[src/rtl/meteor_field_engine_if.sv]
// Text-buffer write port shared with the VGA RAM arbiter.
// The engine holds vga_addr/vga_data stable while vga_we is high and vga_ready is low.
interface meteor_field_engine_if #(
  parameter int ADDR_W = 12
);
  logic              vga_we;
  logic [ADDR_W-1:0] vga_addr;
  logic [15:0]       vga_data;
  logic              vga_ready;

  modport master (output vga_we, vga_addr, vga_data, input vga_ready);
  modport slave  (input vga_we, vga_addr, vga_data, output vga_ready);
endinterface

[src/rtl/meteor_field_engine.sv]
// Draws a playfield border into the text buffer, then animates falling meteors
// on a periodic tick and reports hits against the player column.
//
// state     | meaning
// ----------+---------------------------------------------------------
// IDLE      | waiting for start
// BORDER    | writing border cells, one handshake per cell
// WAIT_TICK | animation idle until a tick is pending
// ERASE     | blanking the current meteor at its old position
// MOVE      | one cycle: advance or wrap the current meteor, hit test
// DRAW      | writing the meteor glyph at its new position
module meteor_field_engine #(
  parameter int NUM_METEORS  = 4,
  parameter int COLS         = 80,
  parameter int ADDR_W       = 12,
  parameter int FIELD_TOP    = 1,
  parameter int FIELD_BOTTOM = 19,
  parameter int FIELD_LEFT   = 1,
  parameter int FIELD_RIGHT  = 29,
  parameter int INIT_SPACING = 5,
  parameter int TICK_CYCLES  = 1000000
) (
  input  logic                  clk,
  input  logic                  rst,
  input  logic                  start,
  input  logic                  enable,
  input  logic [6:0]            player_col,
  meteor_field_engine_if.master vga,
  output logic                  busy,
  output logic                  hit,
  output logic [7:0]            hit_count,
  output logic                  overrun
);

  localparam int W      = FIELD_RIGHT - FIELD_LEFT + 1;
  localparam int TICK_W = (TICK_CYCLES > 1) ? $clog2(TICK_CYCLES) : 1;

  localparam logic [6:0] TOP    = 7'(FIELD_TOP);
  localparam logic [6:0] BOT    = 7'(FIELD_BOTTOM);
  localparam logic [6:0] LEFT   = 7'(FIELD_LEFT);
  localparam logic [6:0] WALL_L = 7'(FIELD_LEFT - 1);
  localparam logic [6:0] WALL_R = 7'(FIELD_RIGHT + 1);
  localparam logic [6:0] ROW_T  = 7'(FIELD_TOP - 1);
  localparam logic [6:0] ROW_B  = 7'(FIELD_BOTTOM + 1);
  localparam logic [6:0] W7     = 7'(W);
  localparam logic [2:0] LAST   = 3'(NUM_METEORS - 1);
  localparam logic [TICK_W-1:0] TICK_LAST = TICK_W'(TICK_CYCLES - 1);

  typedef enum logic [2:0] {IDLE, BORDER, WAIT_TICK, ERASE, MOVE, DRAW} state_t;

  state_t            state;
  logic [TICK_W-1:0] tick_cnt;
  logic              pending;
  logic [6:0]        b_row, b_col;
  logic [6:0]        m_row [8];
  logic [6:0]        m_col [8];
  logic [2:0]        m_idx;

  logic [6:0] nb_row, nb_col;
  logic       nb_done;
  logic [6:0] cur_row, cur_col, step, off, new_row, new_col;
  logic       wrap;
  logic [2:0] nxt_idx;

  function automatic logic [ADDR_W-1:0] addr_of(input logic [6:0] r, input logic [6:0] c);
    return ADDR_W'(r) * ADDR_W'(COLS) + ADDR_W'(c);
  endfunction

  function automatic logic [15:0] border_data(input logic [6:0] r);
    if (r == ROW_T) return 16'h0F09;
    if (r == ROW_B) return 16'h0F08;
    return 16'h0F0F;
  endfunction

  // Next border cell: full top/bottom rows, left+right walls in between.
  always_comb begin
    nb_row  = b_row;
    nb_col  = b_col;
    nb_done = 1'b0;
    if (b_row == ROW_T || b_row == ROW_B) begin
      if (b_col != WALL_R) begin
        nb_col = b_col + 7'd1;
      end else if (b_row == ROW_B) begin
        nb_done = 1'b1;
      end else begin
        nb_row = b_row + 7'd1;
        nb_col = WALL_L;
      end
    end else if (b_col == WALL_L) begin
      nb_col = WALL_R;
    end else begin
      nb_row = b_row + 7'd1;
      nb_col = WALL_L;
    end
  end

  // Current meteor's next position; the column step wraps with one conditional subtract.
  always_comb begin
    cur_row = m_row[m_idx];
    cur_col = m_col[m_idx];
    step    = {3'b000, m_idx, 1'b0} + 7'd3;
    off     = cur_col - LEFT + step;
    if (off >= W7) off = off - W7;
    wrap    = (cur_row >= BOT);
    new_row = wrap ? TOP : cur_row + 7'd1;
    new_col = wrap ? LEFT + off : cur_col;
    nxt_idx = m_idx + 3'd1;
  end

  // Sequencer, write port, meteor state and tick counter.
  always_ff @(posedge clk or negedge rst) begin
    if (!rst) begin
      state        <= IDLE;
      vga.vga_we   <= 1'b0;
      vga.vga_addr <= '0;
      vga.vga_data <= '0;
      busy         <= 1'b0;
      hit          <= 1'b0;
      hit_count    <= '0;
      overrun      <= 1'b0;
      tick_cnt     <= '0;
      pending      <= 1'b0;
      b_row        <= '0;
      b_col        <= '0;
      m_idx        <= '0;
      for (int i = 0; i < 8; i++) begin
        m_row[i] <= TOP;
        m_col[i] <= 7'(FIELD_LEFT + ((i * INIT_SPACING) % W));
      end
    end else begin
      hit <= 1'b0;
      case (state)
        IDLE: begin
          if (start) begin
            state        <= BORDER;
            busy         <= 1'b1;
            b_row        <= ROW_T;
            b_col        <= WALL_L;
            vga.vga_we   <= 1'b1;
            vga.vga_addr <= addr_of(ROW_T, WALL_L);
            vga.vga_data <= 16'h0F09;
          end
        end
        BORDER: begin
          if (vga.vga_we && vga.vga_ready) begin
            if (nb_done) begin
              vga.vga_we <= 1'b0;
              busy       <= 1'b0;
              state      <= WAIT_TICK;
            end else begin
              b_row        <= nb_row;
              b_col        <= nb_col;
              vga.vga_addr <= addr_of(nb_row, nb_col);
              vga.vga_data <= border_data(nb_row);
            end
          end
        end
        WAIT_TICK: begin
          if (pending) begin
            pending      <= 1'b0;
            m_idx        <= '0;
            busy         <= 1'b1;
            state        <= ERASE;
            vga.vga_we   <= 1'b1;
            vga.vga_addr <= addr_of(m_row[0], m_col[0]);
            vga.vga_data <= 16'h0020;
          end
        end
        ERASE: begin
          if (vga.vga_we && vga.vga_ready) begin
            vga.vga_we <= 1'b0;
            state      <= MOVE;
          end
        end
        MOVE: begin
          m_row[m_idx] <= new_row;
          m_col[m_idx] <= new_col;
          if (wrap && cur_col == player_col) begin
            hit <= 1'b1;
            if (hit_count != 8'hFF) hit_count <= hit_count + 8'd1;
          end
          state        <= DRAW;
          vga.vga_we   <= 1'b1;
          vga.vga_addr <= addr_of(new_row, new_col);
          vga.vga_data <= 16'h0E09;
        end
        DRAW: begin
          if (vga.vga_we && vga.vga_ready) begin
            if (m_idx == LAST) begin
              vga.vga_we <= 1'b0;
              busy       <= 1'b0;
              state      <= WAIT_TICK;
            end else begin
              m_idx        <= nxt_idx;
              state        <= ERASE;
              vga.vga_addr <= addr_of(m_row[nxt_idx], m_col[nxt_idx]);
              vga.vga_data <= 16'h0020;
            end
          end
        end
        default: state <= IDLE;
      endcase
      // Placed after the FSM so a tick landing on the consume cycle is not lost.
      if (state != IDLE && enable) begin
        if (tick_cnt == TICK_LAST) begin
          tick_cnt <= '0;
          pending  <= 1'b1;
          if (pending) overrun <= 1'b1;
        end else begin
          tick_cnt <= tick_cnt + 1'b1;
        end
      end
    end
  end

endmodule

[src/flat_wrapper.sv]
// flat-port wrapper written by rule: the top's interface ports become plain ports
module meteor_field_engine_flat 
#(
  parameter int NUM_METEORS  = 4,
  parameter int COLS         = 80,
  parameter int ADDR_W       = 12,
  parameter int FIELD_TOP    = 1,
  parameter int FIELD_BOTTOM = 19,
  parameter int FIELD_LEFT   = 1,
  parameter int FIELD_RIGHT  = 29,
  parameter int INIT_SPACING = 5,
  parameter int TICK_CYCLES  = 1000000
)
  (clk, rst, start, enable, player_col, busy, hit, hit_count, overrun, vga_vga_we, vga_vga_addr, vga_vga_data, vga_vga_ready);
  meteor_field_engine_if #(.ADDR_W(ADDR_W)) vga_i ();
  input  logic clk;
  input  logic rst;
  input  logic start;
  input  logic enable;
  input  logic [6:0] player_col;
  output logic busy;
  output logic hit;
  output logic [7:0] hit_count;
  output logic overrun;
  output wire logic [$bits(vga_i.vga_we)-1:0] vga_vga_we;
  output wire logic [$bits(vga_i.vga_addr)-1:0] vga_vga_addr;
  output wire logic [$bits(vga_i.vga_data)-1:0] vga_vga_data;
  input wire logic [$bits(vga_i.vga_ready)-1:0] vga_vga_ready;
  assign vga_vga_we = vga_i.vga_we;
  assign vga_vga_addr = vga_i.vga_addr;
  assign vga_vga_data = vga_i.vga_data;
  assign vga_i.vga_ready = vga_vga_ready;
  meteor_field_engine #(.NUM_METEORS(NUM_METEORS), .COLS(COLS), .ADDR_W(ADDR_W), .FIELD_TOP(FIELD_TOP), .FIELD_BOTTOM(FIELD_BOTTOM), .FIELD_LEFT(FIELD_LEFT), .FIELD_RIGHT(FIELD_RIGHT), .INIT_SPACING(INIT_SPACING), .TICK_CYCLES(TICK_CYCLES)) u_core (.clk(clk), .rst(rst), .start(start), .enable(enable), .player_col(player_col), .vga(vga_i), .busy(busy), .hit(hit), .hit_count(hit_count), .overrun(overrun));
endmodule
[config.mk]
export PLATFORM = sky130hd
export DESIGN_NAME = meteor_field_engine_flat
export DESIGN_NICKNAME = d
export VERILOG_FILES = /design/src/rtl/meteor_field_engine_if.sv /design/src/rtl/meteor_field_engine.sv /design/src/flat_wrapper.sv
export SDC_FILE = /design/constraint.sdc
export NUM_CORES = 1
export LEC_CHECK = 0
export CAP_MARGIN = 10
export CORE_MARGIN = 4
export CORE_UTILIZATION = 35
export DETAILED_ROUTE_END_ITERATION = 8
export GPL_TIMING_DRIVEN = 0
export PLACE_DENSITY = 0.59
export SLEW_MARGIN = 20
export SYNTH_ARGS = -nofsm -noshare
export SYNTH_HDL_FRONTEND = slang
export SYNTH_SLANG_ARGS = --single-unit
export TNS_END_PERCENT = 50
[constraint.sdc]
create_clock -name clk -period 11.7 [get_ports clk]
set_input_delay 2.34 -clock clk [delete_from_list [all_inputs] [get_ports clk]]
set_output_delay 2.34 -clock clk [all_outputs]
set_load 0.005 [all_outputs]
# Word-level counts from Yosys, hierarchy flattened
# Index checks and enable logic that the tools add are counted.
# Widths: inputs -> output; s select.
word_totals:
  inputBits: 12
  ff_bits: 193
classes:
  n_eq_ne: 21
  muxes: 91
  n_mul: 4
  bitwise_logic: 2
  n_addsub: 15
  n_reduce_logical: 23
  magnitude_cmp: 5
ops:
  columns: ["op", "count"]
  rows:
  - ["$mux 7", 24]
  - ["$mux 16", 10]
  - ["$bwmux 56", 2]
  - ["$bmux 7 s3", 4]
  - ["$pmux 16 s5", 1]
  - ["$mux 12", 6]
  - ["$pmux 12 s5", 1]
  - ["$add 12x7->12", 4]
  - ["$mul 7x3->8 const B", 4]
  - ["$pmux 7 s2", 2]
  - ["$mux 3", 9]
  - ["$mux 1", 25]
  - ["$add 7x1->7 const B", 3]
  - ["$demux 7 s3", 1]
  - ["$logic_not 7->1", 3]
  - ["$add 20x1->20 const B", 1]
  - ["$eq 20x20->1 const B", 1]
  - ["$mux 20", 1]
  - ["$pmux 3 s6", 1]
  - ["$eq 7x5->1 const B", 2]
  - ["$ge 7x5->1 const B", 2]
  - ["$reduce_and 7->1", 2]
  - ["$ne 2x1->1 const B", 6]
  - ["$eq 3x2->1 const B", 3]
  - ["other kinds (32)", 43]

# Depth between registers and ports, before layout
logic_depth:
  depth_word: 18
  ltp_mapped: 33
  ltp_nobuf: 29

# Least setup slack after synthesis
# OpenSTA, ideal clock, no wires.
synth_timing:
  path_type: "reg2reg"
  start: "reg u_core.m_idx[0]"
  end: "reg u_core.vga.vga_addr[10]"
  n_path_buf: 4
  slack_ps: 4562
  synth_period_minus_slack_ps: 7138
  path_stages_with_launch: 31
  arrival_ps: 7002
  setup_ps: 136
  cell_sequence: "dfrtp_1 > ha_1 > buf_1 > clkbuf_1 > buf_2 > inv_1 > fa_1 > nor2b_1 > o21ai_0 > nand2b_1 > xor2_1 > buf_2 > nand4_1 > a21oi_1 > ha_1 > nand2_1 > or4_1 > mux2_2 > and3_1 > o31a_1 > inv_1 > ha_1 > inv_1 > fa_1 > nor2b_1 > o21ai_0 > nor3b_1 > xnor2_1 > o22ai_1 > a221oi_1 > a21oi_1"
synth_between:
  elab_chain_cells: 12
  elab_cells_between_ends: 36
synth_rtl:
  columns: ["item", "line", "rtl"]
  rows:
  - ["start, declared", "meteor_field_engine.sv:57", "logic [2:0] m_idx;"]
  - ["start signal, assigned", "meteor_field_engine.sv:194", "m_idx <= nxt_idx;"]
  - ["$not 3->4 (implied by the code)", "meteor_field_engine.sv:99, meteor_field_engine.sv:100", null]
  - ["$bmux 7 s3", "meteor_field_engine.sv:100", "cur_col = m_col[m_idx];"]
  - ["$mux 7 (implied by the code) (2 in series)", "meteor_field_engine.sv:100", null]
  - ["$sub 7x1->7", "meteor_field_engine.sv:102", "off = cur_col - LEFT + step;"]
  - ["$add 7x7->7", "meteor_field_engine.sv:102", null]
  - ["$sub 7x5->7 / $ge 7x5->1 (equally long branches)", "meteor_field_engine.sv:103", "if (off >= W7) off = off - W7;"]
  - ["$mux 7", "meteor_field_engine.sv:103", null]
  - ["$add 1x7->7", "meteor_field_engine.sv:106", "new_col = wrap ? LEFT + off : cur_col;"]
  - ["$mux 7 *", "meteor_field_engine.sv:106", null]
  - ["named net u_core.new_col[4]", "meteor_field_engine.sv:61", "logic [6:0] cur_row, cur_col, step, off, new_row, new_col;"]
  - ["$add 12x7->12 *", "meteor_field_engine.sv:66", "return ADDR_W'(r) * ADDR_W'(COLS) + ADDR_W'(c);"]
  - ["$pmux 12 s5 *", "meteor_field_engine.sv:132", "case (state)"]
  - ["end signal, assigned", "meteor_field_engine.sv:140", "vga.vga_addr <= addr_of(ROW_T, WALL_L);"]
  - ["end signal, assigned", "meteor_field_engine.sv:153", "vga.vga_addr <= addr_of(nb_row, nb_col);"]
  - ["end signal, assigned", "meteor_field_engine.sv:165", "vga.vga_addr <= addr_of(m_row[0], m_col[0]);"]
  - ["end, declared", "meteor_field_engine_if.sv:11", "modport master (output vga_we, vga_addr, vga_data, input vga_ready);"]
# The timed path passes the listed nets; every way through them passes the cells marked *. The select of a mux whose other input is x is not followed.
# A chain may end at the register's enable or synchronous reset.

# Worst setup path in the final report
# Same ends and word-level chain as after synthesis.

==> summary.txt <==
Synthesis
  – Main combinational cell family by area after synthesis: compound AO/OA/AOI/OAI gates
  – Synth Flop Type: dfrtp_1
  – Post-Syn Area: 12,100 um^2
  – Yosys cell types: 84
  – Post-synth top area cell: dfrtp_1
  – Xor/xnor share of the synthesized area: 6.78%
  – EDFF count, synth: 0
  – Top post-synthesis cells by area: dfrtp_1, ha_1, mux4_2, dfstp_2, nand2_1
  – Sequential share of the synthesized area: 37.8%
  – Post-synthesis register bit count: 182
  – Yosys warning count: 0
  – Post-synthesis simple-gate area fraction: 14.8%
  – Post-Synth Adder-Cell Area: 8.19%
  – Mean post-synth cell area: 9.94 um^2
  – Compound-Gate Fraction of Synth Area: 15.0%
  – Async SR Flop Fraction: 100%
  – Top cell type's share of synthesized area: 32.4%
  – Synth Instances: 1,221
  – Multiplexer share of the synthesized area: 12.7%

Worst setup path
  – Crit-path max cell delay: 0.80 ns
  – Slowest stage cell on the critical path: clkbuf_1
  – Startpoint types: flop
  – Worst path top cell family by delay: buffers and inverters
  – Crit Path Category: flop to flop
  – Crit path arrival time: 9.28 ns
  – Buf/Inv on CP: 7
  – WP data required: 12.00 ns
  – Crit-path max FO: 10
  – Reg2reg setup slack: 2.72 ns
  – Worst setup EP type: flop

Pwr
  – Power Density: 192 nW/um^2
  – Seq pwr share: 29.6%
  – P_leak: 6.02 nW
  – Clock power frac: 22.4%
  – Sw Ratio: 43.5%
  – Power Internal: 0.00150 W
  – IR drop worst, VDD: 0.130 mV
  – P_sw: 0.00115 W
  – Gate power share: 48.0%
  – Total power draw: 0.00265 W

Clock network
  – Skew-Pair Late Insertion Delay: 0.46 ns
  – Post_cts resized: 0
  – Clock sinks: 182
  – Total CTS buffers: 17
  – H-tree Lvls: 4
  – TritonCTS clock tree: built
  – Number of hold buffers added after CTS: 0
  – Clock-pin slew on the worst setup and hold paths: 0.08 ns
  – Post-CTS setup buffers: 0
  – CTS max path bufs: 2
  – Root buffer cell: clkbuf_16

Cells and area
  – Multi-input gate area: 7000 um^2
  – Area Growth Syn to Fin: 13.6%
  – Ant. Diodes: 0
  – NumNets Final: 1,379
  – Final core occ: 40.7%
  – Fillers: 3,343
  – Register area: 4590 um^2
  – Most frequent cells in the layout: nand2_1, dfrtp_1, o21ai_0
  – Most common cell after layout, fill and taps aside: nand2_1
  – Share of cells above drive strength 1: 15.1%
  – Layout Cells excl Fill: 1,754

Timing
  – Period utilisation layout: 76.7%
  – Slew headroom: 33.7%
  – Max-slew violations: 0
  – Final Hold Vio Count: 0
  – Final min period: 8.98 ns
  – Worst Max-Slew Pin Slew: 0.987 ns
  – Worst clock skew: 0.0155 ns
  – RSZ-0062 raised after global routing: no
  – Fmax: 111 MHz
  – Final Setup Violations: 0
  – Post-route setup TNS: 0 ns
  – Hold Slack: 0.464 ns

Drt
  – DRC: 0
  – DR WL/cell: 19.9 um
  – Pre-antenna DRT Iters: 5
  – Initial DRC count: 740
  – Via/cell ratio: 5.54
  – Total number of vias: 9,714
  – Final ANT Viol Nets: 0
  – Post-Route WL: 34,800 um

Global routing
  – GRT overflow: 0
  – GRT Total Usage: 18.3%
  – First-pass GRT wire length: 54,800 um
  – Largest net degree at the start of global routing: 97
  – Antenna violations before repair: 0
  – Vias in the first global route: 9,452

Placement
  – Port bufs: 44
  – GP Congestion: 0.901
  – # placed instances: 1,722
  – Hpwl dp: 25,100 um

Floorplanning
  – Die height: 194 um
  – Die area: 37,700 um^2
  – Ports: 52
  – Core Footprint: 33,900 um^2
  – Starting Density: 35.8%
  – FP Rows: 67
  – Die X: 194 um

Hold path
  – HP Class: flop to flop

Outcome
  – Run status: completed

Flow run
  – Max_cap viols: 0
==> flip-flops by register name, indices dropped and copies added, names as in the netlist <==
name and cells:
u_core.b_col 7, u_core.busy 1, u_core.pending 1, u_core.b_row 7
u_core.tick_cnt 20, u_core.hit 1, u_core.state 3, u_core.m_col 56
u_core.vga.vga_we 1, u_core.m_idx 3, u_core.hit_count 8, u_core.vga.vga_addr 12
u_core.m_row 56, u_core.vga.vga_data 5, u_core.overrun 1
==> power groups by stage <==
stage	logic (W)	clock network, W	registers [W]
floorplan	0.000853	0	0.000771
global placement	0.00124	0	0.000794
detailed placement	0.00126	0	0.000795
CTS	0.00127	0.000603	0.000784
global route	0.00140	0.000628	0.000795
finish	0.00127	0.000595	0.000785
==> through the flow <==
stage               cell area [um^2]  worst slack, ns
CTS                            13800             2.75
global placement               13200            0.494
finish                         13800             2.72
detailed placement             13200             2.83
global route                   13800             2.04
floorplan                      12200             4.56
==> synthesized netlist by cell type (6+ instances only) <==
cell type,count
ha_1,65
dfrtp_1,157
o21ai_0,94
o21ai_2,9
a221oi_1,9
xnor2_1,57
mux4_2,36
mux2i_1,10
and2_1,23
a22o_1,7
clkbuf_1,42
and3_1,15
buf_2,11
nand2_1,163
nor3b_1,8
xor2_1,35
a21oi_1,46
nor4_1,6
dfstp_2,25
a221o_1,6
nand3_1,32
nor2b_1,13
o22ai_1,9
mux2_2,45
o31ai_1,6
inv_1,53
a211oi_1,6
nand4_1,16
fa_1,9
buf_1,7
nor3_1,12
buf_4,13
nor2_1,59
a21o_1,20
==> routing by layer <==
metal / GRT usage [%] / share of wire [%] / vias up / wire, um
met4: 5.55 / 2.3 / 0 / 792
met2: 28.1 / 45 / 353 / 15700
met3: 4.41 / 7.7 / 54 / 2690
li1: - / - / 4508 / -
met5: 0 / 0 / - / 0
met1: 25.7 / 45 / 4799 / 15700
==> cell families after synthesis <==
family	after synthesis
other	1
buffers and inverters	131
multiplexers	97
AND/OR/NAND/NOR	376
XOR/XNOR	93
flip-flops	182
AO/OA/AOI/OAI	267
adder cells (fa/ha/maj)	74
==> area by class of cell <==
cell class,count,area share [%]
clock buffers,18,3.11
clock inverters,14,1.13
well taps,448,4.07
multi-input cells,916,50.8
plain buffers,76,2.69
inverters,55,1.52
repair buffers,45,3.43
flip-flops and latches,182,33.3
==> worst paths after layout <==
check | cells after the start | endpoint | from
min in group asynchronous | 1 | u_core.tick_cnt[11] | rst
setup / recovery | 30 | u_core.vga.vga_addr[10] | u_core.m_idx[0]
hold reg to reg | 1 | u_core.overrun | u_core.overrun
setup reg to reg | 30 | u_core.vga.vga_addr[10] | u_core.m_idx[0]
hold / removal | 1 | u_core.overrun | u_core.overrun
max in group asynchronous | 2 | u_core.m_col[36] | rst
(Power assumes the default switching activity.)
